**src/rtl/otp_seg_capture.sv**
```systemverilog
// otp_seg_capture: decodes the multiplexed two-digit seven-segment bus back into OTP/user bytes.
// Define OTP_SEG_MATCH_EN to compile in the registered otp/user comparator driving `match`.
module otp_seg_capture #(
    parameter int STABLE_SCANS = 4
) (
    input  logic       clk,
    input  logic       reset_n,
    input  logic [6:0] lfsr_out,
    input  logic [6:0] user_out,
    input  logic [1:0] an,
    output logic [7:0] otp_byte,
    output logic [7:0] user_byte,
    output logic       byte_valid,
    input  logic       byte_ready,
    output logic       match,
    output logic       seg_err
);
    localparam logic [3:0] STABLE_MAX = 4'(STABLE_SCANS);

    typedef enum logic [1:0] {WAIT_LO, WAIT_HI, EVAL} state_t;
    state_t state, state_nx;

    // Returns {legal, nibble} for an active-low {g,f,e,d,c,b,a} glyph.
    function automatic logic [4:0] seg_decode(input logic [6:0] seg);
        case (seg)
            7'h40:   seg_decode = 5'h10;
            7'h79:   seg_decode = 5'h11;
            7'h24:   seg_decode = 5'h12;
            7'h30:   seg_decode = 5'h13;
            7'h19:   seg_decode = 5'h14;
            7'h12:   seg_decode = 5'h15;
            7'h02:   seg_decode = 5'h16;
            7'h78:   seg_decode = 5'h17;
            7'h00:   seg_decode = 5'h18;
            7'h10:   seg_decode = 5'h19;
            7'h08:   seg_decode = 5'h1A;
            7'h03:   seg_decode = 5'h1B;
            7'h46:   seg_decode = 5'h1C;
            7'h21:   seg_decode = 5'h1D;
            7'h06:   seg_decode = 5'h1E;
            7'h0E:   seg_decode = 5'h1F;
            default: seg_decode = 5'h00;
        endcase
    endfunction

    logic [4:0]  otp_dec, user_dec;
    logic        digit_ok, cap_lo, cap_hi, abort;
    logic [3:0]  otp_lo_p0, otp_hi_p0, user_lo_p0, user_hi_p0;
    logic [15:0] cand, prev_cand, cand_p1;
    logic        cand_vld, published, vld_p1, same, pub;
    logic [3:0]  stable_cnt, cnt_nx;

    assign otp_dec  = seg_decode(lfsr_out);
    assign user_dec = seg_decode(user_out);
    assign digit_ok = otp_dec[4] & user_dec[4];

    always_comb begin
        state_nx = state;
        cap_lo   = 1'b0;
        cap_hi   = 1'b0;
        abort    = 1'b0;
        case (state)
            WAIT_LO, WAIT_HI: begin
                if (an == 2'b00) begin
                    abort = 1'b1;
                end else if (an == 2'b10) begin
                    if (!digit_ok) abort = 1'b1;
                    else begin
                        cap_lo   = 1'b1;
                        state_nx = WAIT_HI;
                    end
                end else if (an == 2'b01) begin
                    // A high digit seen before any low digit is legal but not captured.
                    if (!digit_ok) abort = 1'b1;
                    else if (state == WAIT_HI) begin
                        cap_hi   = 1'b1;
                        state_nx = EVAL;
                    end
                end
                if (abort) state_nx = WAIT_LO;
            end
            default: state_nx = WAIT_LO;
        endcase
    end

    assign cand   = {otp_hi_p0, otp_lo_p0, user_hi_p0, user_lo_p0};
    assign same   = cand_vld && (cand == prev_cand);
    assign cnt_nx = !same ? 4'd1 : (stable_cnt == STABLE_MAX) ? stable_cnt : stable_cnt + 4'd1;
    // Saturated count keeps a backpressured pair eligible until byte_valid drops.
    assign pub    = (state == EVAL) && (cnt_nx == STABLE_MAX) && !byte_valid &&
                    (!published || (cand != {otp_byte, user_byte}));

    // ---- stage p0: digit capture and candidate history ----
    always_ff @(posedge clk) begin
        if (cap_lo) begin
            otp_lo_p0  <= otp_dec[3:0];
            user_lo_p0 <= user_dec[3:0];
        end
        if (cap_hi) begin
            otp_hi_p0  <= otp_dec[3:0];
            user_hi_p0 <= user_dec[3:0];
        end
        if (state == EVAL) prev_cand <= cand;
        if (pub) cand_p1 <= cand;
    end

    always_ff @(posedge clk or negedge reset_n) begin
        if (!reset_n) begin
            state      <= WAIT_LO;
            stable_cnt <= 4'd0;
            cand_vld   <= 1'b0;
            vld_p1     <= 1'b0;
            seg_err    <= 1'b0;
        end else begin
            state   <= state_nx;
            seg_err <= abort;
            vld_p1  <= pub;
            if (abort) begin
                stable_cnt <= 4'd0;
                cand_vld   <= 1'b0;
            end else if (state == EVAL) begin
                stable_cnt <= cnt_nx;
                cand_vld   <= 1'b1;
            end
        end
    end

    // ---- stage p1: publish and handshake ----
    always_ff @(posedge clk or negedge reset_n) begin
        if (!reset_n) begin
            byte_valid <= 1'b0;
            otp_byte   <= 8'h00;
            user_byte  <= 8'h00;
            published  <= 1'b0;
`ifdef OTP_SEG_MATCH_EN
            match      <= 1'b0;
`endif
        end else if (vld_p1) begin
            byte_valid              <= 1'b1;
            {otp_byte, user_byte}   <= cand_p1;
            published               <= 1'b1;
`ifdef OTP_SEG_MATCH_EN
            match                   <= (cand_p1[15:8] == cand_p1[7:0]);
`endif
        end else if (byte_valid && byte_ready) begin
            byte_valid <= 1'b0;
        end
    end

`ifndef OTP_SEG_MATCH_EN
    assign match = 1'b0;
`endif

endmodule

```
**config.mk**
```make
export PLATFORM = sky130hd
export DESIGN_NAME = otp_seg_capture
export DESIGN_NICKNAME = d
export VERILOG_FILES = /design/src/rtl/otp_seg_capture.sv
export SDC_FILE = /design/constraint.sdc
export NUM_CORES = 1
export LEC_CHECK = 0
export BUFFER_PORTS_ARGS = -buffer_cell sky130_fd_sc_hd__buf_2
export CAP_MARGIN = 20
export CORE_MARGIN = 4
export CORE_UTILIZATION = 30
export DETAILED_ROUTE_END_ITERATION = 10
export GPL_TIMING_DRIVEN = 0
export PLACE_DENSITY_LB_ADDON = 0.12
export SLEW_MARGIN = 30
export SYNTH_ARGS = -nofsm -noshare
export SYNTH_HDL_FRONTEND = slang
export SYNTH_SLANG_ARGS = --single-unit
```
**constraint.sdc**
```tcl
create_clock -name clk -period 6 [get_ports clk]
set_input_delay 1.2 -clock clk [delete_from_list [all_inputs] [get_ports clk]]
set_output_delay 1.2 -clock clk [all_outputs]
set_load 0.005 [all_outputs]
```
==> impl_metrics.yaml <==
power:
  p_per_area_mw_per_mm2: 244
  switchingPower_uw: 247
  swShare_pct: 22.5
  p_leak_nw: 1.73
  p_int_uw: 849
  pwr-share-comb_pct: 5.9
  ir_drop_v: 0.000123
  pwr-share-seq_pct: 50.0
  clkPwrFrac_pct: 44.1
yosys:
  synth_fa_ha_area_share_pct: 1.64
  avgSynthCellArea_sq_um: 11.9
  synth_top_family_by_area: "simple AND/OR/NAND/NOR gates"
  ys_seq_area_share_pct: 55.5
  synth-seq-cells: 75
  yosysWarnings: 0
  netlist_area_sq_mm: 0.00382
  syn_nets: 344
  synth-async-reset-ratio_pct: 36.0
  synthMuxAreaShare_pct: 4.72
  synth_cells: 320
  ys_types: 65
  synth_compound_area_share_pct: 10.0
  synth_edf_count: 48
  synthFlopType: "edfxtp_1"
  synth_xor_area_share_pct: 7.80
  synthSimpleGateAreaFrac_pct: 16.6
cts:
  hold_buffers: 0
  post_cts_resized: 0
  cts_buffer_depth: 2
  cts_tree: "built"
  path_clk_slew_ps: 60
  post_cts_buffers: 0
  clk_latency_ps: 330
  cts_sinks: 75
  cts_max_level: 3
  numCtsBuffers: 9
  root_buffer: "clkbuf_16"
setup_path:
  cpMaxStageDelayCell: "nor2_1"
  crit_type: "input port to flop"
  crit_arrival_ps: 3180
  worstSetupEndpointType: "flop"
  start_kind: "input port"
  path_cells: "buf_2 -> or3_1 -> a2111oi_2 -> a311oi_1 -> nand4bb_2 -> nand3_4 -> nor2_1"
  required_ps: 5960
  max_stage_delay_ps: 560
  path_max_fanout: 8
layout:
  drive_above_1_share_pct: 26.7
  fin_area_sq_mm: 0.00450
  finalNetCount: 390
  antennaDiodeCount: 0
  area_growth_pct: 17.8
detailed_routing:
  vias: 2561
  drtIter0Drc: 135
  drc: 0
  wl_mm: 7.76
  antenna_violating_nets_post_route: 0
  via_per_inst: 4.75
  avgRoutedWirePerCell_microns: 14.4
  firstDrtPassIters: 4
die:
  initial_core_util_pct: 31.3
  die-area_sq_mm: 0.0146
  die_x_microns: 121
  fp.dieH_microns: 121
  rows: 40
  pin_count: 38
  core_sq_mm: 0.0122
placed_design:
  io_buffers: 34
  place_ws_ps: 2400
  gp_congestion: 0.766
  placed_area_sq_mm: 0.00423
  hpwl_mm: 5.77
worst_hold_path:
  holdCritPathClass: "flop to flop"
sta:
  fmax_mhz: 310
  hold_viol_final: 0
  tns_ps: 0
  fin_skew_ps: 10.2
  maxSlewViolCount: 0
  rsz0062_at_grt: "false"
  fin_crit_sh_pct: 53.7
  worst_pin_slew_ps: 684
  period_needed_ps: 3220
  setup_violations: 0
  slew_headroom_pct: 54.2
  setup_ws_ps: 2780
job:
  maxCapViolCount: 0
outcome:
  status: "complete, no violations"
global_routing:
  grt_use_total_pct: 11.3
  grt-ovfl-total: 0
  grt_pass1_wl_mm: 13.0
  grt_max_degree: 28
  antenna_found_initial: 0
  grt_pass1_vias: 2564
critical path: cells and delay by family:
family	cells	cell delay (ps)
compound gates	2	610
simple gates	4	1260
buf+inv	1	110
cells in the final DEF (no fill, tap or decap), drive strengths merged, types with 5 or more instances in the layout:
cell type / netlist / final
xor2: 13 / 13
o21ai: 9 / 9
nor2: 22 / 22
dfrtp: 27 / 27
xnor2: 21 / 21
nor3: 11 / 11
nand2: 13 / 13
buf: 12 / 47
mux2: 16 / 16
nand4: 5 / 5
a21oi: 13 / 13
clkbuf: 6 / 15
edfxtp: 48 / 48
inv: 11 / 12
ha: 5 / 5
nand3: 17 / 17
layer usage:
layer | global-route usage, % | part of all wire, %
met1 | 15.6 | 50
met2 | 17.3 | 44
met3 | 1.87 | 3.9
met4 | 5.10 | 2.1
met5 | 0 | 0
Yosys cell counts (3+ instances only):
| library cell | count | area share [%] |
|---|---|---|
| nor4_1 | 4 | 0.66 |
| or2_2 | 4 | 0.66 |
| xnor2_1 | 21 | 4.8 |
| dfrtp_1 | 27 | 18 |
| buf_4 | 3 | 0.59 |
| nand3_1 | 16 | 2.1 |
| xor2_1 | 13 | 3.0 |
| nand2_1 | 13 | 1.3 |
| nand4_1 | 4 | 0.66 |
| o21ai_0 | 8 | 1.0 |
| nor2_1 | 22 | 2.2 |
| a21oi_2 | 3 | 0.69 |
| and3_1 | 4 | 0.66 |
| o22ai_1 | 3 | 0.49 |
| ha_1 | 5 | 1.6 |
| nor3_1 | 11 | 1.4 |
| mux2_2 | 16 | 4.7 |
| clkbuf_1 | 6 | 0.59 |
| edfxtp_1 | 48 | 38 |
| nand3b_1 | 3 | 0.59 |
| nor3b_1 | 4 | 0.79 |
| a21oi_1 | 10 | 1.3 |
| inv_1 | 10 | 0.98 |
| buf_2 | 8 | 1.0 |
| nand2b_1 | 3 | 0.49 |
path summary, 6_finish.rpt:
path,start,to,slack (ps),cells after the start
hold / removal,cand_p1[10],otp_byte[2],470,1
setup reg to reg,user_hi_p0[1],cand_p1[15],3210,7
setup / recovery,lfsr_out[0],user_hi_p0[3],2780,7
max in group asynchronous,reset_n,otp_byte[5],4680,1
min in group asynchronous,reset_n,vld_p1,890,1
hold reg to reg,cand_p1[10],otp_byte[2],470,1
stage by stage:
stage                     utilization, %  power [mW]  cells  hold WS [ps]
after detailed placement            34.6       0.624    523           463
after floorplan                        -       0.601    320           440
after global routing                36.8        1.14    539           490
after CTS                           36.8        1.11    539           476
final                               36.8        1.10    539           473
after global placement              34.4       0.623    522           455
area by class of cell:
cell class	instances	area [sq um]
buffer	18	97.6
clock buffer	9	225
clock inverter	7	43.8
fill	1251	7710
inverter	11	43.8
multi-input combinational	216	1580
sequential	75	2120
tap	168	210
timing repair buffer	35	181
logic make-up (layout without fill, tap and decap cells):
group / after synthesis / after routing
other cells: 1 / 1
simple gates: 109 / 109
fa+ha+maj: 5 / 5
buf+inv: 29 / 80
xor+xnor: 34 / 34
flops: 75 / 75
mux: 16 / 16
compound gates: 51 / 51
sequential cells by signal, summed over array words and instances, names as in the netlist, 2 cells and up:
register / count
cand_p1: 16
prev_cand: 16
otp_byte: 8
user_byte: 8
otp_hi_p0: 4
otp_lo_p0: 4
stable_cnt: 4
user_hi_p0: 4
user_lo_p0: 4
state: 2
power by group through the flow:
stage | clock network [mW] | registers (mW) | logic [mW]
2_1_floorplan | 0 | 0.559 | 0.0423
3_3_place_gp | 0 | 0.559 | 0.0641
3_5_place_dp | 0 | 0.559 | 0.0652
4_1_cts | 0.497 | 0.548 | 0.0655
5_1_grt | 0.522 | 0.548 | 0.0731
6_report | 0.484 | 0.548 | 0.0645
No activity file was read; power rests on OpenSTA's default activity.
